[config.mk]
export PLATFORM = sky130hd
export DESIGN_NAME = reg_file_sb
export DESIGN_NICKNAME = d
export VERILOG_FILES = /design/src/rtl/reg_file_sb.sv
export SDC_FILE = /design/constraint.sdc
export NUM_CORES = 1
export LEC_CHECK = 0
export ABC_AREA = 1
export ABC_CLOCK_PERIOD_IN_PS = 6500
export CAP_MARGIN = 20
export CORE_ASPECT_RATIO = 1.5
export CORE_MARGIN = 2
export CORE_UTILIZATION = 53
export DETAILED_ROUTE_END_ITERATION = 16
export PLACE_DENSITY = 0.8
export SYNTH_ARGS = -nofsm -noshare
export SYNTH_HDL_FRONTEND = slang
export SYNTH_SLANG_ARGS = --single-unit
[constraint.sdc]
create_clock -name clk -period 6.5 [get_ports clk]
set_input_delay 0.975 -clock clk [delete_from_list [all_inputs] [get_ports clk]]
set_output_delay 0.975 -clock clk [all_outputs]
set_load 0.01 [all_outputs]
[src/rtl/reg_file_sb.sv]
// reg_file_sb: clocked register file with write-first read bypass and a
// per-register busy scoreboard for decode-stage hazard detection.
//
// Ports:
//   clk, rst            clock, async active-high reset
//   wr_en/wr_addr/wr_data   writeback port (write on rising edge)
//   iss_en/iss_addr     issue port, marks destination register pending
//   rd_addr/rd_data     NUM_RD packed combinational read ports
//   rd_busy             per-port pending flag after bypass
//   busy_vec            raw registered scoreboard bits
//
// Optional macro REG_FILE_ZERO_REG_EN hardwires register 0 to zero.
module reg_file_sb #(
  parameter int DATA_W = 16,
  parameter int ADDR_W = 3,
  parameter int NUM_RD = 2
) (
  input  logic                     clk,
  input  logic                     rst,
  input  logic                     wr_en,
  input  logic [ADDR_W-1:0]        wr_addr,
  input  logic [DATA_W-1:0]        wr_data,
  input  logic                     iss_en,
  input  logic [ADDR_W-1:0]        iss_addr,
  input  logic [NUM_RD*ADDR_W-1:0] rd_addr,
  output logic [NUM_RD*DATA_W-1:0] rd_data,
  output logic [NUM_RD-1:0]        rd_busy,
  output logic [(1<<ADDR_W)-1:0]   busy_vec
);

  localparam int DEPTH = 1 << ADDR_W;

  logic [DATA_W-1:0] r_mem [DEPTH];
  logic [DEPTH-1:0]  r_busy;

  logic             w_wr_ok;
  logic             w_iss_ok;
  logic [DEPTH-1:0] w_set;
  logic [DEPTH-1:0] w_clr;
  logic [DEPTH-1:0] w_busy_nxt;

  // Inputs are ignored during reset so the bypass cannot leak wr_data.
`ifdef REG_FILE_ZERO_REG_EN
  assign w_wr_ok  = wr_en & ~rst & (wr_addr != '0);
  assign w_iss_ok = iss_en & ~rst & (iss_addr != '0);
`else
  assign w_wr_ok  = wr_en & ~rst;
  assign w_iss_ok = iss_en & ~rst;
`endif

  // Issue sets beat writeback clears: the newer producer is pending.
  always_comb begin
    w_set      = '0;
    w_clr      = '0;
    if (w_iss_ok) w_set = DEPTH'(1) << iss_addr;
    if (w_wr_ok)  w_clr = DEPTH'(1) << wr_addr;
    w_busy_nxt = (r_busy & ~w_clr) | w_set;
  end

  always_ff @(posedge clk or posedge rst) begin
    if (rst) begin
      for (int i = 0; i < DEPTH; i++) r_mem[i] <= '0;
      r_busy <= '0;
    end else begin
      if (w_wr_ok) r_mem[wr_addr] <= wr_data;
      r_busy <= w_busy_nxt;
    end
  end

  assign busy_vec = r_busy;

  for (genvar k = 0; k < NUM_RD; k++) begin : g_rd
    logic [ADDR_W-1:0] w_ra;
    logic              w_hit;
    logic              w_zero;

    assign w_ra  = rd_addr[k*ADDR_W +: ADDR_W];
    assign w_hit = w_wr_ok && (wr_addr == w_ra);
`ifdef REG_FILE_ZERO_REG_EN
    assign w_zero = rst | (w_ra == '0);
`else
    assign w_zero = rst;
`endif

    assign rd_data[k*DATA_W +: DATA_W] =
      w_zero ? '0 : (w_hit ? wr_data : r_mem[w_ra]);
    assign rd_busy[k] = r_busy[w_ra] & ~w_hit;
  end

endmodule

==> results.cfg <==
[clocking]
cts_root_buf = clkbuf_16
postCtsSetupRepairBufs = 0
cts_buffers = 17
clock_sink_count = 136
htree_levels = 4
clock_latency_ns = 0.42
path_clk_slew_ns = 0.06
ctsHoldBuffers = 0
post_cts_resized = 0
clk_path_buf_depth = 2
cts_tree = built

[route]
vias_per_cell = 5.95
wl_um = 27600
antenna_left = 0
routedWlPerCell_um = 18.8
vias = 8724
drt_first_pass_iters = 9
drt_iter0_drc = 1176
drc = 0

[worst_setup_path]
crit_arrival_ns = 4.28
critPathKind = in -> out
path_buf_inv = 3
crit_family = buffers and inverters
cpPeakStageDelay_ns = 1.00
path_cells = clkdlybuf4s50_1 > inv_1 > nand2_1 > nand2_1 > nor2_4 > nand2_4 > nand2_1 > nor2_1 > nor2_1 > clkdlybuf4s50_1
cp_slowest_cell = clkdlybuf4s50_1
startpoint_type = input pin
crit_top_cell = nand2_1
crit_fanout = 17
crit_path_end_kind = output port
critPathRequiredTime_ns = 5.52

[power_and_ir_drop]
power_density_nw_per_um2 = 300
switching_share_pct = 33.0
p_leak_nw = 4.47
power_frac_comb_pct = 23.1
pwr-share-seq_pct = 41.5
switching_power_mw = 0.933
p_int_mw = 1.89
vdd_ir_drop_max_uv = 163
power_frac_clock_pct = 35.4

[logic_synthesis]
synth-simple-area-share_pct = 42.1
synth_top_area_share_pct = 41.8
synth_top_family_by_area = simple AND/OR/NAND/NOR gates
synth_mux_area_share_pct = 0
synth_adder_area_share_pct = 0
synth_nets = 1261
synth_xor_area_share_pct = 0
avgSynthCellArea_um2 = 6.63
seq_area_frac_synth_pct = 41.8
yosys.area.top_type = dfrtp_1
synth_area_leaders = dfrtp_1, nand2_1, nand3_1
yosys_warnings = 0
syn_inst = 1229
ys_seq_elements = 136
post_synth_num_cell_types = 21
synth-compound-area-share_pct = 9.03
synth.cell_area_um2 = 8150

[global_routing]
grt_max_degree = 76
antenna_found_initial = 0
grtUsageTotal_pct = 34.1
grt_pass1_vias = 7955
grt_overflow_total = 0
grt_pass1_wl_um = 43400

[cells_and_area]
final_common_cell = nand2_1
multi_input_area_um2 = 4170
final-seq-area_um2 = 3400
drive_gt1_share_pct = 5.60
layout_common_cells = nand2_1, nand3_1, dfrtp_1, o21ai_0, nor2_1
area_growth_pct = 15.7
utilization_pct = 62.5
nNetsFinal = 1287
fillers = 1400
antenna_cells = 0
final_area_um2 = 9430
stdcell_count = 1467

[timing]
setup-tns-final_ns = 0
min_period_over_period_pct = 80.8
setup_viol = 0
timing.final.crit_period_ns = 5.25
worst_pin_slew_ns = 1.13
slew_headroom_pct = 24.9
rsz0062_at_grt = no
finalHoldViolCount = 0
clock_skew_ns = 0
drv_slew = 0
setup_ws_ns = 1.25
fmax_ghz = 0.190

[placement]
placed_cells = 1435
place.port_buffers = 73
pre_cts_ws_ns = 1.39
dpl_cell_area_um2 = 8820
dp_hpwl_um = 17100
place.gp.congestion = 0.921

[die]
ioPinCount = 74
die_y_um = 156
initial_core_util_pct = 54.1
coreArea_um2 = 15100
die_x_um = 105
die-area_um2 = 16400
rows = 55

[worst_hold_path]
worstHoldPathType = reg -> reg

[run_status]
status = finished clean

[flow_run]
drv_cap = 0
final cells by class:
cell class	count	share of cell area (%)
repair buffers	91	9.08
multi-input cells	972	44.2
flip-flops and latches	136	36.1
clock buffers	18	4.55
clock inverters	14	1.84
inverters	37	1.58
well taps	199	2.64
cells in the mapped netlist (all sizes together):
master and count:
a21oi 20, buf 61, clkbuf 23, clkinv 17, dfrtp 136, inv 20
nand2 492, nand3 216, nand4 1, nor2 115, nor3 1, o21ai 127
path summary, 6_finish.rpt:
check	start	endpoint	slack, ns	depth (start not counted)
max in group asynchronous	rst	r_mem[87]$_DFFE_PP0P_	4.19	3
hold / removal	r_mem[7]$_DFFE_PP0P_	r_mem[7]$_DFFE_PP0P_	0.51	2
setup reg to reg	busy_vec[5]$_DFF_PP0_	busy_vec[5]$_DFF_PP0_	5.76	2
hold reg to reg	r_mem[7]$_DFFE_PP0P_	r_mem[7]$_DFFE_PP0P_	0.51	2
min in group asynchronous	rst	r_mem[34]$_DFFE_PP0P_	1.16	2
setup / recovery	rd_addr[5]	rd_data[22]	1.25	10
state kept, by name, indices dropped and copies added, names as in the netlist:
register  count
busy_vec      8
r_mem       128
worst min-delay path, delay by kind of cell (launching register included):
kind / cells / cell delay [ns]
AO/OA/AOI/OAI: 1 / 0.06
AND/OR/NAND/NOR: 1 / 0.05
flip-flops: 1 / 0.36
per-stage QoR:
| stage | power, mW | hold WS [ns] |
|---|---|---|
| after floorplan | 1.59 | 0.474 |
| after global routing | 2.96 | 0.527 |
| after detailed placement | 1.82 | 0.494 |
| after global placement | 1.80 | 0.488 |
| final | 2.83 | 0.510 |
| after CTS | 2.81 | 0.509 |
logic make-up (layout without fill, tap and decap cells):
| group | count (synthesis) | after routing |
|---|---|---|
| flops | 136 | 136 |
| buf+inv | 121 | 160 |
| simple gates | 825 | 825 |
| compound gates | 147 | 147 |
power by group through the flow:
stage	Clock, mW	Sequential (mW)	Combinational (mW)
2_1_floorplan	0	1.15	0.437
5_1_grt	1.04	1.19	0.729
3_5_place_dp	0	1.18	0.641
6_report	1.00	1.17	0.652
4_1_cts	1.00	1.17	0.645
3_3_place_gp	0	1.17	0.625
metal layers:
layer / vias up / GRT usage [%] / wire length, um
met1: 4020 / 43.7 / 10200
met5: - / 0 / 0
li1: 4011 / - / -
met2: 562 / 52.2 / 12400
met3: 131 / 7.85 / 3150
met4: 0 / 20.8 / 1780
No activity file was read; power rests on OpenSTA's default activity.
